File: config.mk
export PLATFORM = sky130hd
export DESIGN_NAME = multicycle_control
export DESIGN_NICKNAME = d
export VERILOG_FILES = /design/src/rtl/mips_pkg.sv /design/src/rtl/control_outdec.sv /design/src/rtl/multicycle_control.sv
export SDC_FILE = /design/constraint.sdc
export NUM_CORES = 1
export LEC_CHECK = 0
export CAP_MARGIN = 20
export CORE_MARGIN = 4
export CORE_UTILIZATION = 40
export DETAILED_ROUTE_END_ITERATION = 16
export GPL_ROUTABILITY_DRIVEN = 0
export PLACE_DENSITY = 0.76
export SYNTH_ARGS = -nofsm -noshare
export SYNTH_HDL_FRONTEND = slang
export SYNTH_SLANG_ARGS = --single-unit
File: constraint.sdc
create_clock -name clk -period 2.8 [get_ports clk]
set_input_delay 0.28 -clock clk [delete_from_list [all_inputs] [get_ports clk]]
set_output_delay 0.28 -clock clk [all_outputs]
set_load 0.02 [all_outputs]
File: src/rtl/mips_pkg.sv
// mips_pkg
// Shared definitions for the multicycle MIPS control path: opcode values,
// ALUOp / PCSource / ALUSrcB select codes, the main-FSM state encoding and
// the packed control-output bundle that the output decoder produces.
package mips_pkg;

    // Opcode field values (IR[31:26])
    localparam logic [5:0] OP_RTYPE = 6'b000000;
    localparam logic [5:0] OP_LW    = 6'b100011;
    localparam logic [5:0] OP_SW    = 6'b101011;
    localparam logic [5:0] OP_BEQ   = 6'b000100;
    localparam logic [5:0] OP_J     = 6'b000010;
    localparam logic [5:0] OP_ADDI  = 6'b001000;

    // ALUOp codes consumed by ALUControl (11 is never driven)
    localparam logic [1:0] ALUOP_ADD   = 2'b00;
    localparam logic [1:0] ALUOP_SUB   = 2'b01;
    localparam logic [1:0] ALUOP_FUNCT = 2'b10;

    // PCSource selects
    localparam logic [1:0] PCSRC_ALU    = 2'b00;
    localparam logic [1:0] PCSRC_ALUOUT = 2'b01;
    localparam logic [1:0] PCSRC_JUMP   = 2'b10;

    // ALUSrcB selects
    localparam logic [1:0] SRCB_REGB  = 2'b00;
    localparam logic [1:0] SRCB_FOUR  = 2'b01;
    localparam logic [1:0] SRCB_IMM   = 2'b10;
    localparam logic [1:0] SRCB_IMMSH = 2'b11;

    // Main FSM states; codes 13-15 are unused and recover to FETCH
    typedef enum logic [3:0] {
        IDLE   = 4'd0,
        FETCH  = 4'd1,
        DECODE = 4'd2,
        MEMADR = 4'd3,
        MEMRD  = 4'd4,
        MEMWB  = 4'd5,
        MEMWR  = 4'd6,
        EXEC   = 4'd7,
        ALUWB  = 4'd8,
        BRANCH = 4'd9,
        JUMP   = 4'd10,
        ADDIEX = 4'd11,
        ADDIWB = 4'd12
    } state_t;

    // Every datapath enable/select driven by the control FSM
    typedef struct packed {
        logic       pc_write;
        logic       pc_write_cond;
        logic       iord;
        logic       mem_read;
        logic       mem_write;
        logic       ir_write;
        logic       memto_reg;
        logic       reg_write;
        logic       reg_dst;
        logic       alu_src_a;
        logic [1:0] pc_source;
        logic [1:0] alu_src_b;
        logic [1:0] alu_op;
    } ctrl_t;

    // True for the opcodes this datapath knows how to execute
    function automatic logic is_supported_op(input logic [5:0] op);
        return (op == OP_RTYPE) || (op == OP_LW) || (op == OP_SW) ||
               (op == OP_BEQ)   || (op == OP_J)  || (op == OP_ADDI);
    endfunction

endpackage

File: src/rtl/control_outdec.sv
// control_outdec
// Purely combinational Moore output decoder for the multicycle control FSM.
// Ports:
//   state     in  current FSM state
//   mem_ready in  memory handshake (only used for IRWrite/PCWrite in FETCH)
//   ctrl      out full control-output bundle; anything not set is 0
module control_outdec
    import mips_pkg::*;
(
    input  state_t     state,
    input  logic       mem_ready,
    output ctrl_t      ctrl
);

    // Per-state output table. FETCH is the only state whose outputs depend
    // on an input: the IR and PC are loaded on the edge the fetch completes.
    always_comb begin
        ctrl = '0;
        case (state)
            FETCH: begin
                ctrl.mem_read  = 1'b1;
                ctrl.alu_src_b = SRCB_FOUR;
                ctrl.alu_op    = ALUOP_ADD;
                ctrl.pc_source = PCSRC_ALU;
                ctrl.ir_write  = mem_ready;
                ctrl.pc_write  = mem_ready;
            end
            DECODE: begin
                ctrl.alu_src_b = SRCB_IMMSH;
                ctrl.alu_op    = ALUOP_ADD;
            end
            MEMADR: begin
                ctrl.alu_src_a = 1'b1;
                ctrl.alu_src_b = SRCB_IMM;
                ctrl.alu_op    = ALUOP_ADD;
            end
            MEMRD: begin
                ctrl.mem_read = 1'b1;
                ctrl.iord     = 1'b1;
            end
            MEMWB: begin
                ctrl.reg_write = 1'b1;
                ctrl.memto_reg = 1'b1;
            end
            MEMWR: begin
                ctrl.mem_write = 1'b1;
                ctrl.iord      = 1'b1;
            end
            EXEC: begin
                ctrl.alu_src_a = 1'b1;
                ctrl.alu_src_b = SRCB_REGB;
                ctrl.alu_op    = ALUOP_FUNCT;
            end
            ALUWB: begin
                ctrl.reg_write = 1'b1;
                ctrl.reg_dst   = 1'b1;
            end
            BRANCH: begin
                ctrl.alu_src_a     = 1'b1;
                ctrl.alu_src_b     = SRCB_REGB;
                ctrl.alu_op        = ALUOP_SUB;
                ctrl.pc_write_cond = 1'b1;
                ctrl.pc_source     = PCSRC_ALUOUT;
            end
            JUMP: begin
                ctrl.pc_write  = 1'b1;
                ctrl.pc_source = PCSRC_JUMP;
            end
            ADDIEX: begin
                ctrl.alu_src_a = 1'b1;
                ctrl.alu_src_b = SRCB_IMM;
                ctrl.alu_op    = ALUOP_ADD;
            end
            ADDIWB: begin
                ctrl.reg_write = 1'b1;
            end
            default: ctrl = '0;
        endcase
    end

endmodule

File: src/rtl/multicycle_control.sv
// multicycle_control
// Main control FSM for the multicycle MIPS datapath: sequences each
// instruction through fetch/decode/execute/memory/write-back.
// Ports:
//   clk, rst_n            clock, asynchronous active-low reset
//   Op                    opcode IR[31:26], looked at only in DECODE
//   MemReady              memory handshake, access completes when 1
//   PCWrite..ALUSrcA      1-bit datapath enables/selects
//   PCSource, ALUSrcB     2-bit mux selects
//   ALUOp                 2-bit op class for ALUControl
//   IllegalOp             sticky unsupported-opcode flag
//   InstrCount            completed-fetch counter (wraps)
//   State                 current state code, for debug
module multicycle_control
    import mips_pkg::*;
#(
    parameter int COUNT_W = 32
) (
    input  logic               clk,
    input  logic               rst_n,
    input  logic [5:0]         Op,
    input  logic               MemReady,
    output logic               PCWrite,
    output logic               PCWriteCond,
    output logic               IorD,
    output logic               MemRead,
    output logic               MemWrite,
    output logic               IRWrite,
    output logic               MemtoReg,
    output logic               RegWrite,
    output logic               RegDst,
    output logic               ALUSrcA,
    output logic [1:0]         PCSource,
    output logic [1:0]         ALUSrcB,
    output logic [1:0]         ALUOp,
    output logic               IllegalOp,
    output logic [COUNT_W-1:0] InstrCount,
    output logic [3:0]         State
);

    state_t               state;
    state_t               next_state;
    ctrl_t                ctrl;
    logic                 is_store;
    logic                 illegal_q;
    logic [COUNT_W-1:0]   count_q;

    // State register
    always_ff @(posedge clk or negedge rst_n) begin
        if (!rst_n) begin
            state <= IDLE;
        end else begin
            state <= next_state;
        end
    end

    // Next-state logic. lw/sw share MEMADR; the store/load choice made in
    // DECODE is remembered in is_store so Op is never re-read afterwards.
    always_comb begin
        next_state = FETCH;
        case (state)
            IDLE:   next_state = FETCH;
            FETCH:  next_state = MemReady ? DECODE : FETCH;
            DECODE: begin
                case (Op)
                    OP_LW, OP_SW: next_state = MEMADR;
                    OP_RTYPE:     next_state = EXEC;
                    OP_BEQ:       next_state = BRANCH;
                    OP_J:         next_state = JUMP;
                    OP_ADDI:      next_state = ADDIEX;
                    default:      next_state = FETCH;
                endcase
            end
            MEMADR: next_state = is_store ? MEMWR : MEMRD;
            MEMRD:  next_state = MemReady ? MEMWB : MEMRD;
            MEMWB:  next_state = FETCH;
            MEMWR:  next_state = MemReady ? FETCH : MEMWR;
            EXEC:   next_state = ALUWB;
            ALUWB:  next_state = FETCH;
            BRANCH: next_state = FETCH;
            JUMP:   next_state = FETCH;
            ADDIEX: next_state = ADDIWB;
            ADDIWB: next_state = FETCH;
            default: next_state = FETCH;
        endcase
    end

    // Retired-fetch counter, sticky illegal-opcode flag and the latched
    // load/store direction. All captured on clock edges only.
    always_ff @(posedge clk or negedge rst_n) begin
        if (!rst_n) begin
            count_q   <= '0;
            illegal_q <= 1'b0;
            is_store  <= 1'b0;
        end else begin
            if (state == FETCH && MemReady) begin
                count_q <= count_q + COUNT_W'(1);
            end
            if (state == DECODE) begin
                is_store <= (Op == OP_SW);
                if (!is_supported_op(Op)) begin
                    illegal_q <= 1'b1;
                end
            end
        end
    end

    // Output logic: Moore decode of the state register
    control_outdec u_outdec (
        .state     (state),
        .mem_ready (MemReady),
        .ctrl      (ctrl)
    );

    assign PCWrite     = ctrl.pc_write;
    assign PCWriteCond = ctrl.pc_write_cond;
    assign IorD        = ctrl.iord;
    assign MemRead     = ctrl.mem_read;
    assign MemWrite    = ctrl.mem_write;
    assign IRWrite     = ctrl.ir_write;
    assign MemtoReg    = ctrl.memto_reg;
    assign RegWrite    = ctrl.reg_write;
    assign RegDst      = ctrl.reg_dst;
    assign ALUSrcA     = ctrl.alu_src_a;
    assign PCSource    = ctrl.pc_source;
    assign ALUSrcB     = ctrl.alu_src_b;
    assign ALUOp       = ctrl.alu_op;
    assign IllegalOp   = illegal_q;
    assign InstrCount  = count_q;
    assign State       = state;

endmodule

# Word level (Yosys, flattened, before mapping)
# Index checks and enable logic that the tools add are counted.
[totals]
inputBits = 9
reg_bits = 38
wordCells = 55
out_inout_bits = 53
[classes]
reduce_logical = 14
bitwise_logic = 1
n_mux = 18
add_sub_neg = 1
n_eq_ne = 17
[ops]
columns = ["op", "n"]
rows = [
  ["4-bit case mux with 5 select lines", 2],
  ["32-bit by 1-bit adder with 32-bit output, second input constant", 1],
  ["4-bit case mux with 7 select lines", 1],
  ["4-bit == test, second input constant", 5],
  ["4-bit by 3-bit == test with 1-bit output, second input constant", 4],
  ["6-bit == test, second input constant", 2],
  ["1-bit two-way mux", 10],
  ["4-bit by 2-bit == test with 1-bit output, second input constant", 2],
  ["2-bit OR reduction", 4],
  ["6-bit by 2-bit == test with 1-bit output, second input constant", 1],
  ["6-bit by 3-bit == test with 1-bit output, second input constant", 1],
  ["6-bit by 4-bit == test with 1-bit output, second input constant", 1],
  ["6-bit zero test", 1],
  ["1-bit logical OR", 5],
  ["4-bit by 1-bit == test with 1-bit output, second input constant", 1],
  ["2-bit two-way mux", 2],
  ["2-bit case mux with 2 select lines", 1],
  ["4-bit OR reduction", 1],
  ["3-bit two-way mux", 1],
  ["3-bit OR reduction", 1],
  ["1-bit case mux with 2 select lines", 1],
  ["2-bit AND reduction", 1],
  ["1-bit logical AND", 1],
  ["1-bit NOT", 1],
]

# Logic depth before layout (Yosys ltp)
[depth]
ltp_word = 8
depth_mapped = 6
depth_no_buf = 5

# Hierarchy
# Synthesis repeated with hierarchy kept, for this count alone.
[hier_totals]
cells_unflattened = 221
area_unflattened_um2 = 2227.1
[by_module_without_submodules]
columns = ["mod", "cells_each", "instances", "seq_area_each_um2", "area_each_um2"]
rows = [
  ["multicycle_control", 190, 1, 950.9, 1986.9],
  ["control_outdec", 31, 1, 0.0, 240.2],
]

# Least setup slack after synthesis
# Ideal clock, no wire load.
[synth_timing]
path_kind = "reg-to-reg"
from = "register state[3], in the netlist State[3]"
to = "register count_q[17], in the netlist InstrCount[17]"
stages_incl_launch_ff = 6
path_slack_ps = 737
n_path_buf = 1
arrival_time_ps = 1932
setup_time_ps = 130
required_ps = 2670
synth_period_minus_slack_ps = 2063
path_cell_list = "dfrtp_1 -> buf_2 -> or4b_1 -> nor4_2 -> or4b_1 -> xnor2_1"
[synth_between]
elab_chain_len = 2
[synth_rtl]
columns = ["item", "line", "rtl"]
rows = [
  ["from (decl)", "multicycle_control.sv:41", "state_t state;"],
  ["from (signal assigned)", "multicycle_control.sv:53", "state <= next_state;"],
  ["4-bit by 1-bit == test with 1-bit output", "multicycle_control.sv:96", "if (state == FETCH && MemReady) begin"],
  ["1-bit logical AND", "multicycle_control.sv:96", ""],
  ["to (signal assigned)", "multicycle_control.sv:97", "count_q <= count_q + COUNT_W'(1);"],
  ["to (decl)", "multicycle_control.sv:46", "logic [COUNT_W-1:0] count_q;"],
]
# No other way between the ends.
# A chain may end at the register's enable or synchronous reset.

# Worst setup path after layout
[layout_timing]
from = "register state[2], in the netlist State[2]"
to = "output port PCWrite"
[layout_between]
elab_chain_len = 2
elab_cells_between_ends = 3
classes_between = "2 x eq/ne; 1 x mux"
[layout_rtl]
columns = ["item", "line", "rtl"]
rows = [
  ["4-bit == test / 4-bit by 1-bit == test with 1-bit output (equally long branches)", "control_outdec.sv:19", "case (state)"],
  ["1-bit case mux with 2 select lines *", "control_outdec.sv:19", ""],
  ["to (decl)", "multicycle_control.sv:23", "output logic PCWrite,"],
]
# Mark *: on every way between the ends. The rest lies on a longest branch, timed or not.

==> results.md <==
- Clock period minus worst slack: 2490 ps
- Setup_tns: 0 ps
- ANT nets after route: 0
- Placement Cell Area: 2670 sq um
- WL final: 4.54 mm
- Clock-pin slew on the worst setup and hold paths: 80 ps
- Total power draw: 2.14 mW
- CTS Buf Count: 5
- Int Pwr: 1.39 mW
- CP Max Fanout: 16
- Hold-fix buffers, CTS: 0
- Cells after Synth: 206
- Final instance area: 2810 sq um
- Ports: 62
- CP Data Required Time: 2520 ps
- Headroom to the max-slew limit: 45.5%
- Die area: 6160 sq um
- Post-synth design cell area: 1990 sq um
- Row count: 25
- Post-cts resize count: 0
- Post-synth EDFFs: 0
- CTS tree: done
- Post-synthesis compound-gate area fraction: 6.55%
- CP Data Arrival Time: 2210 ps
- IO buf count: 61
- Unrepaired setup endpoints after global routing: no
- Syn-to-layout area delta: 41.5%
- Total Routing Usage GR: 15.7%
- Layout cells sized above 1: 5.56%
- Mux contribution to synthesized area: 1.01%
- Core area: 4750 sq um
- Sequential power share: 34.1%
- Lkg Pwr: 1.12 nW
- Synth top cells by count: dfrtp_1 (38), xnor2_1 (29), nand2_1 (17)
- Via-per-instance ratio: 5.19
- Sequential share of the synthesized area: 47.9%
- Wl on met1: 2.11 mm
- Syn Nets: 216
- Status: completed
- First-pass GRT wire length: 7.71 mm
- P per Cell Area: 762 nW/um^2
- Met2 WL: 2.03 mm
- Final Max Slew Viols: 0
- Fin. Hold Viols: 0
- Antenna violations before repair: 0
- Fin crit share: 88.9%
- Drt first pass iters: 4
- Slew @ Worst Pin: 818 ps
- Power share of the clock group: 27.0%
- Post CTS Setup Buffer Count: 0
- Worst-skew pair later-pin latency: 290 ps
- Fraction of registers with async set/reset: 100%
- Avg WL per Cell: 13.5 um
- Switching power: 0.752 mW
- Initial Util: 41.8%
- Yosys reg bits: 38
- Synth Warn #: 0
- Peak Freq: 0.402 GHz
- Cells taking the most area after synthesis: dfrtp_1 (48%), xnor2_1 (13%), nand4_1 (4.4%), nand3_1 (3.3%), nand2_1 (3.2%)
- Largest net degree at the start of global routing: 39
- Root buffer cell: clkbuf_8
- Avg Synthesized Cell Area: 9.64 sq um
- Library cells used by synthesis: 37
- HP Class: input pin to async pin
- Post-synthesis adder-cell area fraction: 0.630%
- Die extent in x: 78.5 um
- Synth Area in XOR/XNOR: 14.6%
- Comb pwr share: 38.8%
- Clk buf depth: 2
- Final Skew: 4.54 ps
- CP Launch Type: flip-flop
- Yosys top cell by area: dfrtp_1
- Area share of the largest cell type after synthesis: 47.9%
- 1st-iter DRT viols: 93
- Synth Area in Simple Gates: 25.6%
- Vias in the first global route: 1683
- # clock sinks: 38
- Switch share: 35.1%
- CP Capture Type: output port
- Most used DFF post-synth: dfrtp_1
- Max Used Layer: met4
- DR WL met3: 336 um
- Most common cell in the netlist: dfrtp_1
- N_diodes: 0
- Die height: 78.5 um
- Maximum vdd drop: 635 uV
- H-tree depth: 2
- CP Class: flip-flop to output port
- Post-route DRC: 0
- Largest family of logic cells by synthesized area: simple AND/OR/NAND/NOR gates
- Dpl hpwl: 3.32 mm
- Gr ovfl total: 0
- Number of max-cap violations: 0
- Via Count: 1749
- Count of final setup violators: 0
- Final Net Count: 279
area by class of cell:
cell class | instances | area, sq um
Sequential cell | 38 | 951
Fill cell | 394 | 1940
Inverter | 8 | 30.0
Tap cell | 67 | 83.8
Clock inverter | 2 | 60.1
Multi-Input combinational cell | 150 | 960
Clock buffer | 6 | 82.6
Timing Repair Buffer | 66 | 643
worst max-delay path, cell delays in order (launching register included):
cell and delay [ps]:
dfrtp_1 560, nor3b_1 410, nand2_1 190, o21ai_0 120, clkdlybuf4s50_1 630
final timing paths:
kind                                start              to  slack, ps  cells past startpoint
min                                 rst_n  InstrCount[12]         80                      1
min in group clk           InstrCount[31]  InstrCount[31]        470                      1
max                              State[2]         PCWrite        310                      4
min reg2reg                InstrCount[31]  InstrCount[31]        470                      1
max reg2reg                      State[0]  InstrCount[17]        700                      4
max in group asynchronous           rst_n  InstrCount[28]       2210                      1
flip-flops by register name, summed over array words and instances, names as in the netlist:
name / count
State: 4
InstrCount: 32
IllegalOp: 1
is_store: 1
per-stage QoR:
step | instances | utilization, % | hold slack (ps) | setup slack (ps)
6_report | 337 | 59.1 | 78.5 | 311
5_1_grt | 337 | 59.1 | 157 | 178
4_1_cts | 337 | 59.1 | 109 | 304
3_5_place_dp | 329 | 56.1 | 429 | 346
3_3_place_gp | 329 | 56.1 | 420 | 448
2_1_floorplan | 206 | - | -15.6 | 737
power by group through the flow:
| stage | sequential (mW) | combinational, mW | clock, mW |
|---|---|---|---|
| after floorplan | 0.769 | 0.428 | 0 |
| after global placement | 0.740 | 0.826 | 0 |
| after detailed placement | 0.741 | 0.832 | 0 |
| after CTS | 0.731 | 0.839 | 0.584 |
| after global routing | 0.745 | 0.908 | 0.609 |
| final | 0.731 | 0.831 | 0.578 |
routing by layer:
metal	vias up	global-route usage, %
li1	848	-
met1	819	20.4
met2	75	24.3
met3	7	5.50
met4	0	5.59
met5	-	0
logic make-up (layout without fill, tap and decap cells):
kind of cell | count (synthesis) | count (layout)
DFF | 38 | 38
adders and majority gates | 1 | 1
xor gates and xnor gates | 33 | 33
AOI/OAI and AO/OA | 20 | 20
and+or+nand+nor | 94 | 94
buffers and inverters | 18 | 82
muxes | 2 | 2
layout by cell type (no fill, tap or decap), types with 2 or more instances in the layout:
cell type,instances
nor3b_1,2
nor2b_1,3
or4b_1,2
xnor2_1,29
clkbuf_8,6
o21ai_0,4
a31oi_1,3
and3_1,3
bufinv_16,2
clkdlybuf4s50_1,60
nand2_1,17
nand2b_1,5
nor4_1,5
a21oi_1,3
nor3_1,7
a211oi_1,2
dfrtp_1,38
and4_1,2
buf_4,5
mux2i_1,2
a21boi_0,2
o22ai_1,2
inv_1,8
nand3_1,13
nand4_1,14
xor2_1,4
nor2_1,16
No activity file was read; power rests on OpenSTA's default activity.
